## src/rtl/p405s_pdp_rdq_pkg.sv

```systemverilog
// Shared sizing helpers and defaults for the PDP read-drain queue.
// Pointer width is ceil(log2(DEPTH)); Count needs one extra bit to hold DEPTH itself.
package p405s_pdp_rdq_pkg;

  localparam int N_DEF     = 10;
  localparam int DEPTH_DEF = 4;

  function automatic int ptr_w(input int depth);
    int w;
    w = 0;
    for (int i = 0; i < 32; i++) begin
      if ((1 << w) < depth) w = w + 1;
    end
    return (w < 1) ? 1 : w;
  endfunction

  function automatic int count_w(input int depth);
    return ptr_w(depth) + 1;
  endfunction

endpackage

```

## src/rtl/p405s_pdp_rdq_mem.sv

```systemverilog
// DEPTH x N storage for the drain queue: one synchronous write port, asynchronous read.
// No reset: contents are meaningless until written.
module p405s_pdp_rdq_mem
  import p405s_pdp_rdq_pkg::*;
#(
  parameter int N     = N_DEF,
  parameter int DEPTH = DEPTH_DEF
) (
  input  logic                      clk,
  input  logic                      we,
  input  logic [ptr_w(DEPTH)-1:0]   waddr,
  input  logic [0:N-1]              wdata,
  input  logic [ptr_w(DEPTH)-1:0]   raddr,
  output logic [0:N-1]              rdata
);

  logic [0:N-1] mem_reg [DEPTH];

  // The ternary (rather than if) lets an unknown write enable poison the target entry.
  always_ff @(posedge clk) begin
    mem_reg[waddr] <= we ? wdata : mem_reg[waddr];
  end

  assign rdata = mem_reg[raddr];

endmodule

```

## src/rtl/p405s_pdp_rdq_drain.sv

```systemverilog
// In-order drain queue behind the enable-gated PDP write ports (valid/ack consumer side).
// Optional macro P405S_PDP_RDQ_BYPASS_EN: presents D combinationally when the queue is empty.
module p405s_pdp_rdq_drain
  import p405s_pdp_rdq_pkg::*;
#(
  parameter int N     = N_DEF,
  parameter int DEPTH = DEPTH_DEF
) (
  input  logic                         CB,
  input  logic                         RST,
  input  logic                         E1,
  input  logic [0:N-1]                 D,
  output logic                         RdVal,
  input  logic                         RdAck,
  output logic [0:N-1]                 RdData,
  output logic                         Full,
  output logic                         Empty,
  output logic [0:count_w(DEPTH)-1]    Count,
  output logic                         Ovf
);

  localparam int PW = ptr_w(DEPTH);
  localparam int CW = count_w(DEPTH);

  logic [PW-1:0] wr_ptr_reg;
  logic [PW-1:0] rd_ptr_reg;
  logic [CW-1:0] count_reg;
  logic          ovf_reg;

  logic [0:N-1]  mem_rdata;
  logic          empty;
  logic          full;
  logic          rd_val;
  logic [0:N-1]  rd_data;
  logic          pop;
  logic          byp_take;
  logic          push_q;
  logic          pop_q;

  assign empty = (count_reg == '0);
  assign full  = (count_reg == CW'(DEPTH));

  always_comb begin
    rd_val   = ~empty;
    rd_data  = empty ? '0 : mem_rdata;
    byp_take = 1'b0;
`ifdef P405S_PDP_RDQ_BYPASS_EN
    if (empty && E1) begin
      rd_val  = 1'b1;
      rd_data = D;
    end
    byp_take = empty & E1 & RdAck;
`endif
  end

  // A bypassed word is consumed on the fly, so neither pointer nor Count moves.
  assign pop    = rd_val & RdAck;
  assign push_q = E1 & (~full | pop) & ~byp_take;
  assign pop_q  = pop & ~byp_take;

  // Arithmetic updates (not if-guards) so an X on E1 spreads into pointers and Count.
  always_ff @(posedge CB or posedge RST) begin
    if (RST) begin
      wr_ptr_reg <= '0;
      rd_ptr_reg <= '0;
      count_reg  <= '0;
      ovf_reg    <= 1'b0;
    end else begin
      wr_ptr_reg <= wr_ptr_reg + PW'(push_q);
      rd_ptr_reg <= rd_ptr_reg + PW'(pop_q);
      count_reg  <= count_reg + CW'(push_q) - CW'(pop_q);
      ovf_reg    <= ovf_reg | (full & E1 & ~pop);
    end
  end

  p405s_pdp_rdq_mem #(
    .N     (N),
    .DEPTH (DEPTH)
  ) u_mem (
    .clk   (CB),
    .we    (push_q),
    .waddr (wr_ptr_reg),
    .wdata (D),
    .raddr (rd_ptr_reg),
    .rdata (mem_rdata)
  );

  assign RdVal  = rd_val;
  assign RdData = rd_data;
  assign Full   = full;
  assign Empty  = empty;
  assign Count  = count_reg;
  assign Ovf    = ovf_reg;

endmodule
```

## config.mk

```make
export PLATFORM = sky130hd
export DESIGN_NAME = p405s_pdp_rdq_drain
export DESIGN_NICKNAME = d
export VERILOG_FILES = /design/src/rtl/p405s_pdp_rdq_pkg.sv /design/src/rtl/p405s_pdp_rdq_mem.sv /design/src/rtl/p405s_pdp_rdq_drain.sv
export SDC_FILE = /design/constraint.sdc
export NUM_CORES = 1
export LEC_CHECK = 0
export BUFFER_PORTS_ARGS = -buffer_cell sky130_fd_sc_hd__buf_2
export CELL_PAD_IN_SITES_DETAIL_PLACEMENT = 1
export CELL_PAD_IN_SITES_GLOBAL_PLACEMENT = 1
export CORE_ASPECT_RATIO = 0.6
export CORE_MARGIN = 1
export CORE_UTILIZATION = 25
export CTS_CLUSTER_SIZE = 28
export DETAILED_ROUTE_END_ITERATION = 16
export PLACE_DENSITY_LB_ADDON = 0.1
export SYNTH_ARGS = -nofsm -noshare
export SYNTH_HDL_FRONTEND = slang
export SYNTH_SLANG_ARGS = --single-unit
```

## constraint.sdc

```tcl
create_clock -name CB -period 2.23 [get_ports CB]
set_clock_uncertainty 0.15 [all_clocks]
set_input_delay 0 -clock CB [delete_from_list [all_inputs] [get_ports CB]]
set_output_delay 0 -clock CB [all_outputs]
set_load 0.02 [all_outputs]
```

# Yosys cells after proc, flatten, opt, wreduce, memory -nomap -nowiden

Memories as Yosys holds them, arrays and structs flattened.
Cells that the tools add are included.

Input bits: 14
Logic and storage cells: 23
Memory bits (writable): 40
Memories kept: 1
Flip-flop bits (word level): 8

Reductions and logical operators: 1
Eq/ne operators: 2
Bitwise logic cells: 9
Multiplexer cells: 2
Add/subtract/negate cells: 4

Memory list:

| name          | words | width | read ports | clocked after Yosys merged registers in | wr ports | RTL line                | RTL |
|---|---|---|---|---|---|---|---|
| u_mem.mem_reg | 4     | 10    | 1          | 0                                       | 1        | p405s_pdp_rdq_mem.sv:17 | `logic [0:N-1] mem_reg [DEPTH];` |

Operators by type and width:

| kind                                  | number |
|---|---|
| two-way mux 10 bit                    | 2 |
| adder 2 x 1 -> 2 bit                  | 2 |
| bitwise AND 1 bit                     | 4 |
| adder 3 x 1 -> 3 bit                  | 1 |
| == test 3 bit (second input constant) | 1 |
| logical NOT 3 bit                     | 1 |
| NOT 1 bit                             | 3 |
| subtractor 3 x 1 -> 3 bit             | 1 |
| OR 1 bit                              | 2 |
| != test 1 bit (second input constant) | 1 |

# Logic depth before layout (Yosys ltp)

Gate-level depths: netlist of the first run.

Depth after elaboration: 7
Mapped depth: 7

# Cells and area by module

Synthesis of the first run repeated with hierarchy kept, for this count alone.

Cell total of the unflattened synthesis: 97
Area total of the unflattened synthesis: 1945.6 µm²

Modules (own cells, without submodules):

| module              | cells an instance | instances | area each (µm²) | seq. area each (µm²) |
|---|---|---|---|---|
| p405s_pdp_rdq_mem   | 56                | 1         | 1473.9          | 1201.2 |
| p405s_pdp_rdq_drain | 41                | 1         | 471.7           | 200.2 |

# Worst setup path before layout of the first run

No wires, ideal clock.

Path kind: reg-to-reg
Start: register count_reg[2], in the netlist Count[0]
End: memory u_mem.mem_reg[2][0] in the netlist's numbering, enable pin
Period minus slack after synthesis: 2171 ps
Stages on the path, launching flop included: 4
Buffers on the path: 0
Required time: 1688 ps
Data arrival time: 1629 ps
Setup time: 392 ps
Path slack: 59 ps
Path through: dfrtp_1 or3b_1 o21ai_2 nor3b_1

Word-level cells in the longest chain between the ends: 6

Ends and longest elaborated chain:

| item                        | RTL line                  | RTL |
|---|---|---|
| start, declared             | p405s_pdp_rdq_drain.sv:27 | `logic [CW-1:0] count_reg;` |
| start signal, assigned      | p405s_pdp_rdq_drain.sv:71 | `count_reg <= count_reg + CW'(push_q) - CW'(pop_q);` |
| logical NOT 3 bit           | p405s_pdp_rdq_drain.sv:40 | `assign empty = (count_reg == '0);` |
| NOT 1 bit                   | p405s_pdp_rdq_drain.sv:44 | `rd_val = ~empty;` |
| bitwise AND 1 bit           | p405s_pdp_rdq_drain.sv:57 | `assign pop = rd_val & RdAck;` |
| OR 1 bit (*)                | p405s_pdp_rdq_drain.sv:58 | `assign push_q = E1 & (~full \| pop) & ~byp_take;` |
| bitwise AND 1 bit (*)       | p405s_pdp_rdq_drain.sv:58 |  |
| != test 1 bit (no line) (*) | --                        |  |
| end, declared               | p405s_pdp_rdq_mem.sv:17   |  |

Mark *: on every way between the ends. The rest lies on a longest branch, timed or not.

# Final worst setup path of the first run

Start: register count_reg[1], in the netlist Count[1]
End: register count_reg[2], in the netlist Count[0]

Word-level cells in the longest chain between the ends: 7

Ends and longest elaborated chain:

| item                          | RTL line |
|---|---|
| logical NOT 3 bit             | p405s_pdp_rdq_drain.sv:40 |
| NOT 1 bit                     | p405s_pdp_rdq_drain.sv:44 |
| bitwise AND 1 bit             | p405s_pdp_rdq_drain.sv:57 |
| OR 1 bit                      | p405s_pdp_rdq_drain.sv:58 |
| bitwise AND 1 bit             | p405s_pdp_rdq_drain.sv:58 |
| adder 3 x 1 -> 3 bit          | p405s_pdp_rdq_drain.sv:71 |
| subtractor 3 x 1 -> 3 bit (*) | p405s_pdp_rdq_drain.sv:71 |

Marked as above.

==> impl_metrics.tcl, run 1 <==
set metrics [dict create \
    leakagePower_nw 0.9491 \
    p_seq_share_pct 40.2 \
    vias 1023 \
    worstSetupPathType "reg2reg" \
    design_area_um2 2530 \
    detailed_place_hpwl_um 2600 \
    syn_to_final_growth_pct 32.24 \
    grt.total_usage_pct 10.62 \
    avgSynthCellArea_um2 19.32 \
    combPwrFrac_pct 38.2 \
    drv_slew 0 \
    hold_violations 0 \
    boundaryPins 31 \
    cts_tree "yes" \
    fmax_ghz 0.4722 \
    sw_frac_of_total_pct 33.54 \
    drtIter0Drc 28 \
    async_flop_share_pct 16.67 \
    drc 0 \
    viasPerCell 3.965 \
    min_path_type "in2reg" \
    synth_top_area_share_pct 62.79 \
    cts_root_buf "clkbuf_16" \
    antennaDiodeCount 0 \
    ant_nets 0 \
    pwr-share-clk_pct 21.7 \
    coreArea_um2 7327 \
    wl_um 3738 \
    place_area_um2 2237 \
    syn_inst 99 \
    critPathCaptureType "flop" \
    row_count 24 \
    gp_congestion 0.7249 \
    grt_setup_unrepaired "no" \
    arrival_ns 2.14 \
    synth_cell_types 22 \
    p_per_area_nw_per_um2 1352 \
    multiInputGateArea_um2 480.5 \
    port_buffers 30 \
    slew_headroom_pct 31.86 \
    crit_fanout 5 \
    dr.pass1.iters 4 \
    vdd_ir_drop_max_uv 479.7 \
    ys_warn_count 0 \
    die_w_um 114.9 \
    switchingPower_w 0.001148 \
    drive_gt1_share_pct 40.26 \
    synthesis.area_um2 1913 \
    tns_ns 0 \
    clock_sinks 48 \
    clock_latency_ns 0.28 \
    clockBufferDepth 2 \
    synth-main-ff-cell "edfxtp_1" \
    fin_nets 171 \
    regArea_um2 1403 \
    wl_per_cell_um 14.49 \
    finalCritPeriodShare_pct 94.96 \
    fp.dieH_um 69.76 \
    power.internal_w 0.002274 \
    syn_nets 117 \
    setup_viol 0 \
    antenna_found_initial 0 \
    initial_core_util_pct 26.11 \
    clk_pin_slew_ns 0.06 \
    largest_reg_flops 40 \
    grt_start_max_net_pins 15 \
    crit_required_ns 2.25 \
    worstMarginPinSlew_ns 1.018 \
    synth_edf_count 40 \
    cts_buffers 5 \
    fill_cells 772 \
    postLayoutCoreUtil_pct 34.53 \
    synth_area_leader_cell "edfxtp_1" \
    drv_cap 0 \
    die_area_um2 8018 \
    ys_ff_latch 48 \
    grt_pass1_vias 1091 \
    htreeDepth 2 \
    period_needed_ns 2.118 \
    status "finished clean" \
    synth_area_leaders "edfxtp_1 (63%), mux4_2 (12%), dfrtp_1 (10%)" \
    grt-ovfl-total 0 \
    ys_seq_area_share_pct 73.25 \
    start_kind "flop" \
    grt_pass1_wl_um 6120 \
]
-- path summary, 6_finish.rpt --
kind                                    startpoint                      end  slack, ns  depth (start not counted)
max in group asynchronous                      RST       Count[1]$_DFF_PP0_       1.59                          3
setup / recovery                Count[1]$_DFF_PP0_       Count[0]$_DFF_PP0_       0.11                          7
hold reg to reg            wr_ptr_reg[1]$_DFF_PP0_  wr_ptr_reg[1]$_DFF_PP0_       0.39                          1
hold / removal                               RdAck  rd_ptr_reg[0]$_DFF_PP0_       0.02                          4
min in group asynchronous                      RST  wr_ptr_reg[1]$_DFF_PP0_       0.07                          3
setup reg to reg                Count[1]$_DFF_PP0_       Count[0]$_DFF_PP0_       0.11                          7
-- power groups by stage --
stage | sequential, W | combinational (W) | clock [W]
2_1_floorplan | 0.00135 | 0.000848 | 0
3_3_place_gp | 0.00138 | 0.00126 | 0
3_5_place_dp | 0.00140 | 0.00128 | 0
4_1_cts | 0.00138 | 0.00132 | 0.000766
5_1_grt | 0.00141 | 0.00143 | 0.000806
6_report | 0.00137 | 0.00131 | 0.000741
-- final cells by class --
type,count,area share [%]
Clock buffer,6,5.490
Clock inverter,2,0.3956
Inverter,6,0.8902
Multi-Input combinational cell,42,18.99
Sequential cell,48,55.44
Tap cell,104,5.143
Timing Repair Buffer,50,13.65
-- critical path, stage by stage (launching register included) --
cell and delay, ns:
dfrtp_2 0.44, or3b_4 0.43, nand3_1 0.10, nand2_1 0.06, ha_1 0.19, fa_2 0.37, xnor2_2 0.15, xnor2_1 0.12
-- stage by stage --
step / cells / total power, W / hold slack, ns / worst slack [ns]
global route: 258 / 0.003646 / 0.04798 / 0.03586
global placement: 237 / 0.002641 / -0.1843 / 0.1406
finish: 258 / 0.003422 / 0.01896 / 0.1124
CTS: 258 / 0.003471 / 0.01899 / 0.03181
floorplan: 99 / 0.002203 / -0.3343 / 0.05927
detailed placement: 237 / 0.002687 / -0.1746 / 0.005870
-- cell usage after synthesis (2+ instances only) --
cell	n
edfxtp_1	40
mux4_2	10
nor2b_1	10
dfrtp_1	8
inv_1	6
ha_1	3
buf_2	2
nand2_1	2
nor2_1	2
nor3b_1	2
xnor2_1	2
xor2_1	2
-- layout by cell type, fill, tap and decap left out, types with 2 or more instances in the layout --
cell and instances:
nor2b_1 10, nor3b_1 2, mux4_2 10, nand2_1 2, ha_1 3, edfxtp_1 40
nor2_1 2, dlygate4sd3_1 13, xor2_1 2, dfrtp_1 7, clkinv_2 2, inv_1 6
clkbuf_16 5, buf_2 30, buf_4 6
-- logic make-up (layout without fill, tap and decap cells) --
| group | after synthesis | count (layout) | synth area share [%] |
|---|---|---|---|
| and+or+nand+nor | 21 | 21 | 6.671 |
| DFF | 48 | 48 | 73.25 |
| muxes | 10 | 10 | 11.77 |
| buffers and inverters | 9 | 64 | 2.289 |
| AOI/OAI and AO/OA | 3 | 3 | 1.177 |
| adders and majority gates | 4 | 4 | 3.009 |
| xor gates and xnor gates | 4 | 4 | 1.832 |
-- layer usage --
metal | share of wire (%) | up-vias | global-route usage (%)
met3 | 4.1 | 2 | 3.934
met5 | 0 | - | 0
met2 | 46 | 20 | 16.13
met4 | 0.35 | 0 | 2.597
li1 | - | 484 | -
met1 | 49 | 517 | 14.33
-- timing repair --
item | 4_1_cts | 5_1_grt
cloned | 0 | 0
hold endpoints to repair | 50 | 0
endpoints found under the setup margin | 1 | 1
resized for setup | 1 | 3
setup buffers | 0 | 0
hold buffers | 13 | 0
Note: power is estimated with default switching activity, not from simulation.
==> run 2, diff against run 1 <==
- clock period: 2.23 -> 2 ns (I/O delays scaled with it)
==> run 2 against run 1 <==
Routed wire length is 10% higher. Via count is 2.7% higher. Combinational power rose by 22%. Die area unchanged. The run now ends with setup timing left. First-iteration DRC count increased by 11%. Sequential share of layout area is 1.1 points lower. Hold slack improved by 0.020 ns.
==> impl_metrics.tcl, run 2 (synthesized netlist as in run 1, its figures left out) <==
set metrics [dict create \
    final_common_cell "edfxtp_1" \
    die_area_um2 8018 \
    antennaDiodeCount 0 \
    cts_buffers 5 \
    postLayoutCoreUtil_pct 35.35 \
    period_needed_ns 2.113 \
    die_w_um 114.9 \
    row_count 24 \
    drc 0 \
    tns_ns -0.1131 \
    grt-ovfl-total 0 \
    p_per_area_nw_per_um2 1518 \
    start_kind "flop" \
    leakagePower_nw 0.9560 \
    hold_violations 0 \
    clock_sinks 48 \
    clock_latency_ns 0.28 \
    regArea_um2 1406 \
    grt.total_usage_pct 11.38 \
    antenna_found_initial 0 \
    detailed_place_hpwl_um 2850 \
    min_path_type "in2reg" \
    finalPower_w 0.003930 \
    worstMarginPinSlew_ns 0.6381 \
    initial_core_util_pct 26.11 \
    whs_ns 0.03857 \
    grt_setup_unrepaired "yes" \
    critPathCaptureType "flop" \
    setup_slack_ns -0.1131 \
    fill_cells 760 \
    wl_um 4112 \
    multiInputGateArea_um2 521.8 \
    worstSetupPathType "reg2reg" \
    grt_pass1_vias 1141 \
    syn_to_final_growth_pct 35.38 \
    drv_cap 0 \
    drv_slew 0 \
    vias 1051 \
    grt_pass1_wl_um 6465 \
    crit_fanout 2 \
    cts_tree "yes" \
    postCtsSetupRepairBufs 0 \
    clk_pin_slew_ns 0.06 \
    vdd_ir_drop_max_uv 443.5 \
    largest_reg_flops 40 \
    fin_cells 259 \
    violations "setup timing" \
    wl_per_cell_um 15.88 \
    grt_start_max_net_pins 15 \
    drtIter0Drc 31 \
    finalCritPeriodShare_pct 105.7 \
    fp.dieH_um 69.76 \
    dr.pass1.iters 4 \
    setup_viol 1 \
    viasPerCell 4.058 \
    cts_root_buf "clkbuf_16" \
    htreeDepth 2 \
    clockBufferDepth 2 \
    port_buffers 30 \
    ant_nets 0 \
    place_inst 238 \
    drive_gt1_share_pct 44.52 \
    coreArea_um2 7327 \
    fmax_ghz 0.4732 \
    slew_headroom_pct 57.32 \
    arrival_ns 2.13 \
    status "finished with violations" \
    crit_required_ns 2.01 \
    final_cell_mix "edfxtp_1 (40), buf_2 (30), dlygate4sd3_1 (13), mux4_2 (10), nor2b_1 (10)" \
    gp_congestion 0.7237 \
    fin_nets 172 \
    boundaryPins 31 \
]
-- run 2: changes by cell type in the layout (fill, tap and decap cells not counted), moves of 2 or more --
cell,delta
nor3b_4,+2
nor3b_1,-2
dfrtp_2,+3
clkinv_2,-2
dfrtp_1,-3
-- run 2: metal layers --
metal  part of all wire (%)  vias up  wire length, µm  GRT usage, %
li1                       -      487                -             -
met1                     52      542             2141         16.67
met2                     44       20             1815         16.60
met3                    3.3        2              135         3.059
met4                   0.46        0               19         3.030
met5                      0        -                0             0
-- run 2: metrics by stage --
step | setup slack [ns] | instance area (µm²)
3_5_place_dp | -0.1296 | 2283
3_3_place_gp | -0.09090 | 2283
2_1_floorplan | -0.03415 | 1939
6_report | -0.1131 | 2590
5_1_grt | -0.1619 | 2590
4_1_cts | -0.1224 | 2589
-- run 2: what timing repair did --
item                                   in CTS  in global routing
setup endpoints to repair                  31                 15
gates resized for setup                     6                  1
pin swaps                                   0                  1
endpoints found under the hold margin      50                  0
hold buffers                               13                  0
-- run 2: final timing paths --
check | cells after the start | slack [ns] | endpoint | start
max in group asynchronous | 3 | 1.35 | rd_ptr_reg[0]$_DFF_PP0_ | RST
hold reg to reg | 1 | 0.51 | wr_ptr_reg[1]$_DFF_PP0_ | wr_ptr_reg[1]$_DFF_PP0_
setup / recovery | 8 | -0.11 | Count[0]$_DFF_PP0_ | Count[1]$_DFF_PP0_
hold / removal | 4 | 0.04 | rd_ptr_reg[0]$_DFF_PP0_ | RdAck
setup reg to reg | 8 | -0.11 | Count[0]$_DFF_PP0_ | Count[1]$_DFF_PP0_
min in group asynchronous | 3 | 0.07 | Count[1]$_DFF_PP0_ | RST
-- run 2: power by group --
| part | switching [W] | internal, W | leakage [nW] |
|---|---|---|---|
| logic | 0.000842 | 0.000759 | 0.437 |
| clock network | 0.000330 | 0.000459 | 0.0645 |
| registers | 0.000184 | 0.00136 | 0.455 |
-- run 2: layout make-up --
type,instances,share of cell area (%)
timing repair buffer,51,14.25
sequential,48,54.30
multi-input combinational,42,20.14
clock inverter,2,0.4348
clock buffer,6,4.976
inverter,6,0.8696
tap,104,5.024
-- run 2: critical path, cell delays in order, from the launching register on --
cell and delay, ns:
dfrtp_2 0.40, or3b_4 0.41, buf_6 0.13, nand3_2 0.05, nand2_1 0.06, ha_2 0.18
fa_2 0.35, xnor2_2 0.14, xnor2_1 0.12
